[config.mk]
export PLATFORM = sky130hd
export DESIGN_NAME = perf_counter_unit
export DESIGN_NICKNAME = d
export VERILOG_FILES = /design/src/rtl/perf_pkg.sv /design/src/rtl/perf_counter_unit_ctr.sv /design/src/rtl/perf_counter_unit.sv
export SDC_FILE = /design/constraint.sdc
export NUM_CORES = 2
export LEC_CHECK = 0
export CAP_MARGIN = 20
export CORE_ASPECT_RATIO = 1.25
export CORE_UTILIZATION = 40
export DETAILED_ROUTE_END_ITERATION = 8
export PLACE_DENSITY = 0.54
export SLEW_MARGIN = 20
export SYNTH_ARGS = -nofsm -noshare
export SYNTH_HDL_FRONTEND = slang
export SYNTH_SLANG_ARGS = --single-unit
[constraint.sdc]
create_clock -name clk -period 4.7 [get_ports clk]
set_input_delay 0.94 -clock clk [delete_from_list [all_inputs] [get_ports clk]]
set_output_delay 0.94 -clock clk [all_outputs]
set_load 0.05 [all_outputs]
[src/rtl/perf_pkg.sv]
// Shared constants and helpers for the performance-counter unit.
package perf_pkg;
   localparam int unsigned NUM_EV     = 6;
   localparam int unsigned RD_SEL_W   = 3;
   localparam int unsigned EV_CYCLES  = 0;
   localparam int unsigned EV_INSTS   = 1;
   localparam int unsigned EV_BRANCH  = 2;
   localparam int unsigned EV_MISPRED = 3;
   localparam int unsigned EV_FLUSH   = 4;
   localparam int unsigned EV_STALLS  = 5;
   localparam int unsigned MAX_LANES  = 32;
   localparam int unsigned PC_W       = 6;

   function automatic logic [PC_W-1:0] popcount(input logic [MAX_LANES-1:0] v);
      logic [PC_W-1:0] n;
      n = '0;
      for (int unsigned i = 0; i < MAX_LANES; i++) begin
         n = n + PC_W'(v[i]);
      end
      return n;
   endfunction
endpackage

[src/rtl/perf_counter_unit_ctr.sv]
// Single event counter with clear, sticky overflow, and wrap or saturate on overflow.
// Saturation is selected by defining PERF_SAT_EN; otherwise the counter wraps.
module perf_ctr #(
   parameter int unsigned CNT_W = 64,
   parameter int unsigned INC_W = 2
) (
   input  logic             clk,
   input  logic             rst,
   input  logic             clr,
   input  logic             en,
   input  logic [INC_W-1:0] inc,
   output logic [CNT_W-1:0] cnt,
   output logic             ovf
);
   logic [CNT_W-1:0] cnt_q, cnt_d;
   logic             ovf_q, ovf_d;
   logic [CNT_W:0]   sum;

   always_comb begin
      sum   = {1'b0, cnt_q} + (CNT_W+1)'(inc);
      cnt_d = cnt_q;
      ovf_d = ovf_q;
      if (clr) begin
         cnt_d = '0;
         ovf_d = 1'b0;
      end else if (en) begin
         cnt_d = sum[CNT_W-1:0];
         if (sum[CNT_W]) begin
            ovf_d = 1'b1;
`ifdef PERF_SAT_EN
            cnt_d = '1;
`else
            cnt_d = sum[CNT_W-1:0];
`endif
         end
      end
   end

   always_ff @(posedge clk) begin
      if (rst) begin
         cnt_q <= '0;
         ovf_q <= 1'b0;
      end else begin
         cnt_q <= cnt_d;
         ovf_q <= ovf_d;
      end
   end

   assign cnt = cnt_q;
   assign ovf = ovf_q;
endmodule

[src/rtl/perf_counter_unit.sv]
// Performance-monitor top: per-event increments, shadow snapshot bank and registered read port.
// Overflow behaviour of the counters follows PERF_SAT_EN (see perf_ctr).
module perf_counter_unit
   import perf_pkg::*;
#(
   parameter int unsigned LANES = 2,
   parameter int unsigned CNT_W = 64
) (
   input  logic                clk,
   input  logic                Reset,
   input  logic                count_en,
   input  logic                clear,
   input  logic [LANES-1:0]    inst_valid,
   input  logic [LANES-1:0]    branch_ex,
   input  logic [LANES-1:0]    false_taken,
   input  logic [LANES-1:0]    false_not_taken,
   input  logic                flush,
   input  logic                stall,
   input  logic                snap_req,
   input  logic                rd_en,
   input  logic [RD_SEL_W-1:0] rd_sel,
   output logic [CNT_W-1:0]    rd_data,
   output logic                rd_valid,
   output logic [NUM_EV-1:0]   ovf,
   output logic                snap_valid
);
   localparam int unsigned INC_W = $clog2(LANES + 1);

   logic [INC_W-1:0] inc [NUM_EV];
   logic [CNT_W-1:0] cnt [NUM_EV];
   logic [LANES-1:0] mispred;

   logic [CNT_W-1:0] shadow_q [NUM_EV];
   logic [CNT_W-1:0] shadow_d [NUM_EV];
   logic [CNT_W-1:0] rd_data_q, rd_data_d;
   logic             rd_valid_q, rd_valid_d;
   logic             snap_valid_q, snap_valid_d;

   always_comb begin
      mispred         = branch_ex & (false_taken | false_not_taken);
      inc[EV_CYCLES]  = INC_W'(1);
      inc[EV_INSTS]   = INC_W'(popcount(MAX_LANES'(inst_valid)));
      inc[EV_BRANCH]  = INC_W'(popcount(MAX_LANES'(branch_ex)));
      inc[EV_MISPRED] = INC_W'(popcount(MAX_LANES'(mispred)));
      inc[EV_FLUSH]   = INC_W'(flush);
      inc[EV_STALLS]  = INC_W'(stall);
   end

   for (genvar k = 0; k < NUM_EV; k++) begin : g_ctr
      perf_ctr #(
         .CNT_W (CNT_W),
         .INC_W (INC_W)
      ) u_ctr (
         .clk (clk),
         .rst (Reset),
         .clr (clear),
         .en  (count_en),
         .inc (inc[k]),
         .cnt (cnt[k]),
         .ovf (ovf[k])
      );
   end

   // Reads use the registered shadow, so a same-edge snapshot is not visible yet.
   always_comb begin
      shadow_d     = shadow_q;
      rd_data_d    = rd_data_q;
      rd_valid_d   = rd_en;
      snap_valid_d = snap_valid_q | snap_req;
      if (snap_req) begin
         for (int unsigned k = 0; k < NUM_EV; k++) begin
            shadow_d[k] = cnt[k];
         end
      end
      if (rd_en) begin
         rd_data_d = '0;
         for (int unsigned k = 0; k < NUM_EV; k++) begin
            if (rd_sel == RD_SEL_W'(k)) begin
               rd_data_d = shadow_q[k];
            end
         end
      end
   end

   always_ff @(posedge clk) begin
      if (Reset) begin
         shadow_q     <= '{default: '0};
         rd_data_q    <= '0;
         rd_valid_q   <= 1'b0;
         snap_valid_q <= 1'b0;
      end else begin
         shadow_q     <= shadow_d;
         rd_data_q    <= rd_data_d;
         rd_valid_q   <= rd_valid_d;
         snap_valid_q <= snap_valid_d;
      end
   end

   assign rd_data    = rd_data_q;
   assign rd_valid   = rd_valid_q;
   assign snap_valid = snap_valid_q;
endmodule

# --- Word-level counts from Yosys, hierarchy flattened ---
# Cells that the tools add are included.
totals:
  wordCells: 52
  reg_bits: 840
classes:
  muxes: 6
  add_sub_neg: 9
  n_bitwise: 3
  reduce_logical: 8
  n_eq_ne: 5
ops:
  columns: ["op", "count"]
  rows:
  - ["2-to-1 mux 64 bit", 6]
  - ["adder 64 x 2 -> 65 bit", 3]
  - ["adder 64 x 1 -> 65 bit", 2]
  - ["adder 64 x 1 -> 65 bit, second input constant", 1]
  - ["AND reduction 2 bit", 6]
  - ["adder 1 x 1 -> 2 bit", 3]
  - ["== test 3 x 2 -> 1 bit, second input constant", 2]
  - ["== test 3 bit, second input constant", 2]
  - ["== test 3 x 1 -> 1 bit, second input constant", 1]
  - ["logical NOT 3 bit", 1]
  - ["bitwise AND 2 bit", 1]
  - ["OR 2 bit", 1]
  - ["OR reduction 2 bit", 1]
  - ["OR 1 bit", 1]

# --- Logic depth before layout (Yosys ltp) ---
depth:
  depth_word: 7
  mapped_depth: 10

# --- Cells and area by module ---
# Synthesis repeated with hierarchy kept, for this count alone.
hier_totals:
  hier_cells: 4164
  area_unflattened_um2: 38314.2
modules_own_cells:
  columns: ["mod", "cells_each", "seq_area_each_um2", "n_inst", "area_each_um2"]
  rows:
  - ["perf_counter_unit", 1959, 9008.6, 1, 19612.6]
  - ["perf_ctr (g_ctr[0].u_ctr ...)", 363, 1301.2, 4, 3096.7]
  - ["perf_ctr (g_ctr[5].u_ctr)", 391, 1301.2, 1, 3264.4]
  - ["perf_ctr (g_ctr[2].u_ctr)", 362, 1301.2, 1, 3050.4]

# --- Worst setup path after synthesis ---
# Ideal clock, no wire load.
synth_timing:
  path_type: "input to register"
  startpoint: "input port false_not_taken[0]"
  endpoint: "register g_ctr[3].u_ctr.cnt_q[52]"
  stages: 10
  arrival_time_ns: 3.286
  path_slack_ns: 1.344
  setup_ns: 0.070
  path_cell_list: "o21ai_0 > fa_1 > inv_1 > ha_1 > nand3_1 > or4_1 > or4_1 > clkbuf_2 > or4_1 > a21oi_1"
synth_between:
  elab_chain_len: 4
synth_rtl:
  columns: ["item", "line", "rtl"]
  rows:
  - ["start: declaration", "perf_counter_unit.sv:16", "input logic [LANES-1:0] false_not_taken,"]
  - ["OR 2 bit", "perf_counter_unit.sv:40", "mispred = branch_ex & (false_taken | false_not_taken);"]
  - ["bitwise AND 2 bit", "perf_counter_unit.sv:40", null]
  - ["adder 1 x 1 -> 2 bit", "perf_pkg.sv:18", "n = n + PC_W'(v[i]);"]
  - ["adder 64 x 2 -> 65 bit", "perf_counter_unit_ctr.sv:20", "sum = {1'b0, cnt_q} + (CNT_W+1)'(inc);"]
  - ["end signal: assignment", "perf_counter_unit_ctr.sv:44", "cnt_q <= cnt_d;"]
  - ["end: declaration", "perf_counter_unit_ctr.sv:15", "logic [CNT_W-1:0] cnt_q, cnt_d;"]
# No other way between the ends.
# A chain may end at the register's enable or synchronous reset.

# --- Worst setup path after layout ---
layout_timing:
  startpoint: "input port branch_ex[0]"
  endpoint: "register g_ctr[3].u_ctr.cnt_q[52]"
layout_between:
  elab_chain_len: 3
layout_rtl:
  columns: ["item", "line", "rtl"]
  rows:
  - ["start: declaration", "perf_counter_unit.sv:14", "input logic [LANES-1:0] branch_ex,"]
  - ["bitwise AND 2 bit", "perf_counter_unit.sv:40", null]
  - ["adder 1 x 1 -> 2 bit", "perf_pkg.sv:18", null]
  - ["adder 64 x 2 -> 65 bit", "perf_counter_unit_ctr.sv:20", null]
# No other way between the ends.

==> results.cfg <==
[status]
run_status = finished clean

[die]
ioPinCount = 91
die_h_um = 339
rows = 123
core_um2 = 90000
start_util_pct = 40.4
die_area_um2 = 92100
die_x_um = 272

[timing]
layout_min_cycle_time_ps = 3780
maxSlewHeadroom_pct = 28.3
finClkSkew_ps = 26.7
worst_pin_slew_ps = 1080
rsz0062_at_grt = false
fmax_ghz = 0.264
slew_viol_final = 0
tns_ps = 0
finalSetupViolCount = 0
hold_violations = 0
finalCritPeriodShare_pct = 80.5

[route]
dr_total_vias = 29865
route.met3.wl_mm = 4.35
routed.top_layer = met4
routedWlPerCell_um = 20.6
dr.pass1.iters = 5
drt_wl_total_mm = 111
drt-met1-wl_mm = 49.2
drt_iter0_drc = 2515
wl_met2_mm = 53.4
ant_nets = 0
drc = 0
viasPerCell = 5.56

[clocking]
hold_buffers = 0
cts_max_level = 3
clk_pin_slew_ps = 60
clkLatencyLatePin_ps = 660
cts_resized = 0
root_buffer = clkbuf_16
cts_tree = built
cts_buffer_depth = 3
cts_post_setup_buffers_inserted = 0
numCtsBuffers = 88
numClockSinks = 840

[global_routing]
antenna_found_initial = 1
grt_first_pass_wirelength_mm = 169
grt_max_degree = 155
grt_pass1_vias = 27756
gr-total-overflow = 0
grt_usage_pct = 23.5

[finish]
areaGrowthSynthToFinish_pct = 14.3
antenna_cells = 0
drive_gt1_share_pct = 6.44
fin_nets = 4141
final_util_pct = 46.1
finalNonFillerCells = 5367
n_fill_cell = 8836

[yosys]
netlist_area_um2 = 36300
ys_types = 56
syn_nets = 4139
syn_area_per_cell_um2 = 8.84
synth_edf_count = 0
ys_ff_latch = 840
synthFlopType = dfxtp_1
ys_async_sr_fraction_pct = 0
yosysSeqAreaShare_pct = 46.3
yosysWarnings = 0
syn_inst = 4109

[placed_design]
placed_cells = 5208
gp_congestion = 0.888
place_hpwl_mm = 78.0
io_buffer_count = 90

[power_and_ir_drop]
ir_drop_mv = 0.245
leakage_uw = 0.0144
pwr_density_cell_nw_per_um2 = 360

[critical_path]
crit_type = in2reg
startpoint_type = primary input
required_ps = 5270
cp.arrival_ps = 4350
path_max_fanout = 7
end_kind = flip-flop

[job]
maxCapViolCount = 0

[min_path]
min_path_type = reg2reg
## synth_stat cells (all sizes together) (2+ instances only)
| master | instances | area share, % |
|---|---|---|
| a211oi | 4 | 0.083 |
| a21oi | 207 | 2.9 |
| a22oi | 100 | 2.1 |
| a31o | 2 | 0.048 |
| a31oi | 2 | 0.034 |
| and2 | 14 | 0.24 |
| and3 | 34 | 0.59 |
| and4 | 24 | 0.58 |
| buf | 65 | 0.75 |
| clkbuf | 187 | 1.9 |
| dfxtp | 840 | 46 |
| fa | 3 | 0.17 |
| ha | 8 | 0.28 |
| inv | 59 | 0.61 |
| mux2 | 14 | 0.43 |
| mux2i | 409 | 11 |
| nand2 | 237 | 2.4 |
| nand2b | 63 | 1.1 |
| nand3 | 143 | 2.0 |
| nand3b | 2 | 0.041 |
| nand4 | 226 | 4.0 |
| nand4b | 4 | 0.096 |
| nor2 | 686 | 7.1 |
| nor2b | 3 | 0.052 |
| nor3 | 55 | 0.77 |
| nor3b | 4 | 0.083 |
| nor4 | 77 | 1.5 |
| nor4b | 2 | 0.048 |
| o211ai | 52 | 1.1 |
| o21a | 10 | 0.21 |
| o21ai | 113 | 1.6 |
| o21bai | 2 | 0.041 |
| o22ai | 13 | 0.22 |
| o311ai | 2 | 0.048 |
| o31ai | 40 | 0.83 |
| o41ai | 4 | 0.096 |
| or2 | 13 | 0.22 |
| or3 | 108 | 1.9 |
| or3b | 2 | 0.048 |
| or4 | 55 | 1.2 |
| xnor2 | 88 | 2.1 |
| xor2 | 127 | 3.1 |
## registers in the layout, indices dropped and copies added, names as in the netlist
signal	count
g_ctr.u_ctr.cnt	384
g_ctr.u_ctr.ovf	6
rd_data	64
rd_valid	1
shadow_q	384
snap_valid	1
## worst max-delay path: stages
cell and delay, ps:
clkdlybuf4s50_1 470, o21ai_0 120, fa_1 610, inv_1 150
ha_1 240, nand3_1 180, or4_1 510, or4_1 550
or4_1 430, a21oi_1 140
## cell families (layout without fill, tap and decap cells)
| group | after synthesis | after routing | share of synthesized area [%] |
|---|---|---|---|
| AND/OR/NAND/NOR | 1754 | 1754 | 23.9 |
| flip-flops | 840 | 840 | 46.3 |
| AO/OA/AOI/OAI | 555 | 555 | 9.26 |
| multiplexers | 423 | 423 | 11.7 |
| buffers and inverters | 311 | 382 | 3.29 |
| XOR/XNOR | 215 | 215 | 5.18 |
| adder cells (fa/ha/maj) | 11 | 11 | 0.441 |
## layout make-up
type                            count  area, um^2  area share (%)
Sequential cell                   840       16800            40.5
Clock inverter                     20         269           0.648
Multi-Input combinational cell   2958       18400            44.3
Inverter                           59         221           0.533
Timing Repair Buffer              164        1650            3.98
Tap cell                         1187        1490            3.58
Clock buffer                      139        2680            6.45
## cell usage in the layout (no fill, tap or decap), types with 85 or more instances in the layout
cell type        synthesis  routed
dfxtp_1                840     840
nor2_1                 686     685
mux2i_1                409     409
nand2_1                237     236
nand4_1                223     223
a21oi_1                207     207
nand3_1                143     143
xor2_1                 127     127
o21ai_0                113     113
or3_1                  108     108
a22oi_1                100     100
clkbuf_16                0      90
xnor2_1                 88      88
clkdlybuf4s50_1          0      85
## stage by stage
stage	instance area, um^2	hold WS, ps	total power (uW)	setup WS, ps
finish	41500	467	15000	918
global route	41500	489	15400	708
CTS	41500	473	15100	950
detailed placement	38600	458	7980	278
global placement	38600	450	7980	356
floorplan	36300	438	7730	1340
## per-layer routing
layer	vias to the layer above	GRT usage [%]
met4	0	8.66
met5	-	0
met3	124	2.63
met1	14525	31.1
met2	609	39.3
li1	14607	-
## power by group
| part | total, uW | internal [uW] | switching (uW) |
|---|---|---|---|
| Combinational | 663 | 194 | 469 |
| Sequential | 7150 | 7140 | 14.3 |
| Clock | 7140 | 4230 | 2920 |
| Total | 15000 | 11600 | 3400 |
## final timing paths
kind / start / slack (ps) / depth (start not counted) / end
setup / recovery: branch_ex[0] / 920 / 10 / g_ctr[3].u_ctr.cnt[52]
hold / removal: rd_data[59] / 470 / 2 / rd_data[59]
setup reg to reg: g_ctr[3].u_ctr.cnt[0] / 1260 / 9 / g_ctr[3].u_ctr.cnt[52]
hold reg to reg: rd_data[59] / 470 / 2 / rd_data[59]
Note: power is estimated with default switching activity, not from simulation.
